==> src/rtl/dft_mag_collect.sv <==
// dft_mag_collect: buffers one frame of DFT magnitudes, tracks the peak bin, and serves synchronous readback
module dft_mag_collect #(
  parameter int DATA_W  = 16,
  parameter int ADDR_W  = 8,
  parameter int FRAME_N = 256
) (
  input  logic              clk,
  input  logic              rst,
  input  logic              start,
  input  logic [DATA_W-1:0] mag,
  input  logic              mag_valid,
  output logic              busy,
  output logic              frame_done,
  output logic [DATA_W-1:0] peak_val,
  output logic [ADDR_W-1:0] peak_idx,
  output logic              overrun,
  input  logic [ADDR_W-1:0] rd_addr,
  input  logic              rd_en,
  output logic [DATA_W-1:0] rd_data,
  output logic              rd_valid
);
  localparam logic [1:0] IDLE = 2'd0, COLLECT = 2'd1, DONE = 2'd2;
  localparam logic [ADDR_W-1:0] LAST = ADDR_W'(FRAME_N - 1);
  logic [1:0]        state;
  logic [ADDR_W-1:0] cnt;
  logic [DATA_W-1:0] mem [0:(2**ADDR_W)-1];
  logic              wr, last;
  // start wins over a coincident sample, so that sample is neither stored nor counted as overrun
  assign wr   = mag_valid && !start && state == COLLECT;
  assign last = wr && cnt == LAST;
  assign busy = state == COLLECT;
  always_ff @(posedge clk)
    if (wr) mem[cnt] <= mag;
  always_ff @(posedge clk or posedge rst)
    if (rst) begin
      state      <= IDLE;
      cnt        <= '0;
      frame_done <= 1'b0;
      peak_val   <= '0;
      peak_idx   <= '0;
      overrun    <= 1'b0;
      rd_data    <= '0;
      rd_valid   <= 1'b0;
    end else begin
      frame_done <= last;
      rd_valid   <= rd_en;
      if (rd_en) rd_data <= mem[rd_addr];
      if (start) begin
        state    <= COLLECT;
        cnt      <= '0;
        peak_val <= '0;
        peak_idx <= '0;
        overrun  <= 1'b0;
      end else if (wr) begin
        cnt   <= last ? '0 : cnt + 1'b1;
        state <= last ? DONE : COLLECT;
        if (mag > peak_val) begin
          peak_val <= mag;
          peak_idx <= cnt;
        end
      end else if (mag_valid) overrun <= 1'b1;
    end
endmodule

==> config.mk <==
export PLATFORM = sky130hd
export DESIGN_NAME = dft_mag_collect
export DESIGN_NICKNAME = d
export VERILOG_FILES = /design/src/rtl/dft_mag_collect.sv
export SDC_FILE = /design/constraint.sdc
export NUM_CORES = 2
export LEC_CHECK = 0
export CAP_MARGIN = 10
export CORE_ASPECT_RATIO = 0.7
export CORE_MARGIN = 1.5
export CORE_UTILIZATION = 30
export CTS_BUF_LIST = sky130_fd_sc_hd__clkbuf_8
export DETAILED_ROUTE_END_ITERATION = 16
export PLACE_DENSITY = 0.48
export SLEW_MARGIN = 30
export SYNTH_ARGS = -nofsm -noshare
export SYNTH_HDL_FRONTEND = slang
export SYNTH_SLANG_ARGS = --single-unit
==> constraint.sdc <==
create_clock -name clk -period 4.1 [get_ports clk]
set_input_delay 1.23 -clock clk [delete_from_list [all_inputs] [get_ports clk]]
set_output_delay 1.23 -clock clk [all_outputs]
set_load 0.05 [all_outputs]
# [After elaboration in Yosys (flattened, before gate mapping)]
# Memories as Yosys holds them, arrays and structs flattened. A register that Yosys moved wholly into a read port is not among the register bits.
# Index checks and enable logic that the tools add are counted.
[totals] ramBits=4096 word_cells=39 n_memories=1 reg_bits=37 inputBits=29
[op_classes] n_eq_ne=3 mux=17 n_lt_le_gt_ge=1 addsub=1 reduce_logical=9
[memory_table] name="mem" depth=256 width=16 rd=1 rd_clocked_by_memory_dff=1 write_ports=1 line="26" rtl="logic [DATA_W-1:0] mem [0:(2**ADDR_W)-1];"
[op_table] cell="two-way mux 16 bit" n=3
[op_table] cell="two-way mux 8 bit" n=6
[op_table] cell="greater-than comparator 16 bit" n=1
[op_table] cell="adder 8 x 1 -> 8 bit (second input constant)" n=1
[op_table] cell="== test 8 bit (second input constant)" n=1
[op_table] cell="two-way mux 2 bit" n=3
[op_table] cell="nonzero test 2 bit" n=3
[op_table] cell="two-way mux 1 bit" n=5
[op_table] cell="AND reduction 2 bit" n=2
[op_table] cell="logical AND 1 bit" n=3
[op_table] cell="== test 2 x 1 -> 1 bit (second input constant)" n=1
[op_table] cell="!= test 2 bit (second input constant)" n=1
[op_table] cell="logical NOT 1 bit" n=1

# [Depth between registers and ports, before layout]
[depth] word_depth=7 mapped_depth=12

# [Worst setup path before layout]
# No wires, ideal clock.
[synth_path] path_kind="input -> register" startpoint="input mag_valid" endpoint="memory mem[223][0], enable pin" n_path_buf=2 t_arrival_ps=3172 slack_ps=539 stages=6 setup_time_ps=388 cell_sequence="nand3b_1 nor2_1 clkbuf_1 nand3_1 clkbuf_1 nor2_1"
[synth_between] elab_chain_cells=4
[synth_rtl] element="start: declaration" line="11" rtl="input logic mag_valid,"
[synth_rtl] element="logical AND 1 bit (2 in series)" line="29" rtl="assign wr = mag_valid && !start && state == COLLECT;"
[synth_rtl] element="two-way mux 1 bit" line="33" rtl="if (wr) mem[cnt] <= mag;"
[synth_rtl] element="two-way mux 1 bit (implied by the code)" line="33"
[synth_rtl] element="end: declaration" line="26"
# No other way between the ends.

==> impl_metrics.json <==
{
  "pwr-share-seq_pct": 56.2,
  "regArea_um2": 124000,
  "reg2reg_slack_ps": 1180,
  "grt_first_pass_wirelength_mm": 693,
  "crit_required_ps": 5050,
  "ant_nets": 0,
  "swShare_pct": 23.8,
  "drive_above_1_share_pct": 31.0,
  "whs_ps": 424,
  "ctsHoldBuffers": 0,
  "grt_usage_pct": 18.6,
  "slowest_stage": "o22ai_1",
  "grt_max_degree": 165,
  "die_y_um": 611,
  "die_area_um2": 533000,
  "worstSkewPairLatency_ps": 1120,
  "hpwlAfterDp_mm": 331,
  "cts_made_buffers": 618,
  "wirelength_mm": 506,
  "startpoint_type": "primary input",
  "overflow": 0,
  "cap_viol_max_count": 0,
  "grt_pass1_vias": 82700,
  "rows": 223,
  "critical_path.max_fanout": 6,
  "finalInstanceArea_um2": 190000,
  "worstMarginPinSlew_ps": 1190,
  "timing_hold_violations_final": 0,
  "ys_types": 58,
  "io_buffers": 72,
  "p_per_area_nw_per_um2": 438,
  "h-tree-depth": 6,
  "dpl-instance-area_um2": 179000,
  "nets": 8529,
  "tritoncts": "yes",
  "slew_violations": 0,
  "route.detailed.drc": 15,
  "fmax_mhz": 250,
  "async_flop_share_pct": 1.28,
  "vdd_drop_max_uv": 317,
  "rsz0062_at_grt": "no",
  "synth_fp_nets": 7249,
  "violations": "DRC",
  "min_path_type": "in -> reg",
  "synth_seq_cells": 4149,
  "io_pins": 73,
  "cp_data_arrival_time_ps": 4950,
  "syn_inst": 7200,
  "chipWidth_um": 872,
  "max_stage_delay_ps": 690,
  "drt-initial-drc-count": 11000,
  "coreArea_um2": 527000,
  "start_util_pct": 30.1,
  "synth_ff_type": "edfxtp_1",
  "synth_edf_count": 4096,
  "relSlewSlack_pct": 20.7,
  "p_leak_nw": 60.8,
  "setup-violations-final": 0,
  "switching_power_mw": 19.8,
  "clock_path_buffers": 4,
  "crit_top_cell": "buf_4",
  "vias_per_cell": 5.18,
  "root_buffer": "clkbuf_8",
  "dr_total_vias": 82600,
  "power.share.clock_pct": 37.6,
  "globalplace.congestion": 0.841,
  "syn-cell-area_um2": 159000,
  "ys_warn_count": 0,
  "multi_input_area_um2": 32400,
  "path_clk_slew_ps": 70,
  "path_cells": "clkdlybuf4s50_1, buf_4, and3b_1, buf_12, nand2b_1, buf_4, o22ai_1, nor3_1, a32oi_1, buf_4, nand4_1",
  "cp-end-kind": "flip-flop",
  "crit_type": "in -> reg",
  "postSynthAreaPerCell_um2": 22.0,
  "wl_per_cell_um": 31.8,
  "fill_cells": 48400,
  "internal_power_mw": 63.4,
  "fin_crit_ps": 4000,
  "fin_crit_sh_pct": 97.6,
  "clock-sinks": 4149,
  "combPwrFrac_pct": 6.2,
  "status": "complete, but fails checks",
  "area_growth_pct": 19.7,
  "first_pass_iters": 12,
  "antenna_found_initial": 48,
  "fin_skew_ps": 68.9,
  "yosysSeqAreaShare_pct": 78.4
}
## stage by stage
stage / setup TNS [ps] / setup slack [ps] / util, % / power, mW / cells
5_1_grt: 0 / 112 / 36.0 / 85.9 / 15900
3_3_place_gp: -8900 / -958 / 33.9 / 52.8 / 14800
6_report: 0 / 97.2 / 36.0 / 83.2 / 15900
3_5_place_dp: -7610 / -872 / 33.9 / 52.8 / 14800
4_1_cts: 0 / 27.0 / 36.0 / 84.0 / 15900
2_1_floorplan: 0 / 539 / - / 49.8 / 7200
## cell usage in the layout (no fill, tap or decap), drive strengths merged, types with 44 or more instances in the layout
cell	netlist	final
a211oi	44	44
a21oi	144	144
a22oi	89	89
buf	236	1033
clkbuf	188	640
clkdlybuf4s50	0	51
clkinv	0	186
dfrtp	53	53
edfxtp	4096	4096
inv	23	263
mux2i	404	404
mux4	892	892
nand2	57	57
nor2	308	308
o21ai	74	74
o221ai	142	142
o22ai	116	116
## worst max-delay path: cells and delay by family
| kind | cells | cell delay [ps] |
|---|---|---|
| and+or+nand+nor | 4 | 1060 |
| buffers and inverters | 5 | 1470 |
| AOI/OAI and AO/OA | 2 | 1150 |
## timing repair
item                       in CTS  in global routing
setup buffers                   0                  0
resized for setup               1                  0
setup endpoints to repair       1                  0
## cell type report
type | count | share of cell area, %
clock inverters | 446 | 1.12
multi-input cells | 2604 | 17.1
clock buffers | 640 | 4.64
diodes | 18 | 0.0237
flip-flops and latches | 4149 | 65.5
inverters | 23 | 0.0461
well taps | 6975 | 4.60
repair buffers | 1084 | 7.04
## Yosys cell counts (all sizes together) (2+ instances only)
cell type	instances	area, um^2
a32oi	6	52.6
clkbuf	188	706
mux4	892	20100
nor3	35	175
o32ai	6	52.6
mux2i	404	4040
a22o	34	298
inv	23	86.3
or3b	2	17.5
or3	3	18.8
xor2	2	17.5
and3	16	100
a22oi	89	668
or4b	2	20.0
mux2	21	236
o22ai	116	726
xnor2	2	17.5
nand2b	8	50.1
nand3b	4	30.0
nand3	41	205
and2	5	31.3
nor4	5	31.3
o221ai	142	1240
a31oi	2	12.5
buf	236	1420
ha	20	250
nor2b	28	175
nor2	308	1160
a21oi	144	721
nand4	34	213
nand4bb	2	22.5
o21ai	74	370
o211ai	13	97.6
dfrtp	53	1330
nand2	57	214
a2111oi	14	123
o2bb2ai	16	140
a211oi	44	330
edfxtp	4096	123000
## cell families (layout without fill, tap and decap cells)
kind of cell | Yosys count | after routing | share of synthesized area (%)
buffers and inverters | 447 | 2193 | 1.39
multiplexers | 1317 | 1317 | 15.4
AO/OA/AOI/OAI | 707 | 707 | 3.09
AND/OR/NAND/NOR | 556 | 556 | 1.58
other | 0 | 18 | 0
XOR/XNOR | 4 | 4 | 0.0221
flip-flops | 4149 | 4149 | 78.4
adder cells (fa/ha/maj) | 20 | 20 | 0.158
## final timing paths
| check | to | depth (start not counted) | from |
|---|---|---|---|
| worst max-delay path | rd_data[6] | 11 | rd_addr[3] |
| worst min-delay path | mem[60][7] | 1 | mag[7] |
| worst max register to register | mem[255][13] | 5 | cnt[4] |
| worst min register to register | overrun | 2 | overrun |
| max in group asynchronous | rd_data[8] | 3 | rst |
| min in group asynchronous | peak_val[2] | 2 | rst |
## power by group through the flow
stage                     sequential (mW)  combinational, mW  clock [mW]
after CTS                            46.8               5.20        32.1
after floorplan                      47.7               2.04           0
final                                46.7               5.17        31.3
after global placement               47.7               5.13           0
after global routing                 46.7               5.39        33.8
after detailed placement             47.7               5.19           0
## layer usage
| metal | routed length, um | global-route usage [%] |
|---|---|---|
| met1 | 232000 | 28.6 |
| met2 | 219000 | 27.2 |
| met3 | 44600 | 3.81 |
| met4 | 9940 | 3.69 |
| met5 | 60 | 0 |
## registers in the layout, summed over array words and instances (netlist names)
| name | flops |
|---|---|
| peak_val | 16 |
| frame_done | 1 |
| peak_idx | 8 |
| overrun | 1 |
| cnt | 8 |
| state | 2 |
| mem | 4096 |
| rd_data | 16 |
| rd_valid | 1 |
(Power assumes the default switching activity.)
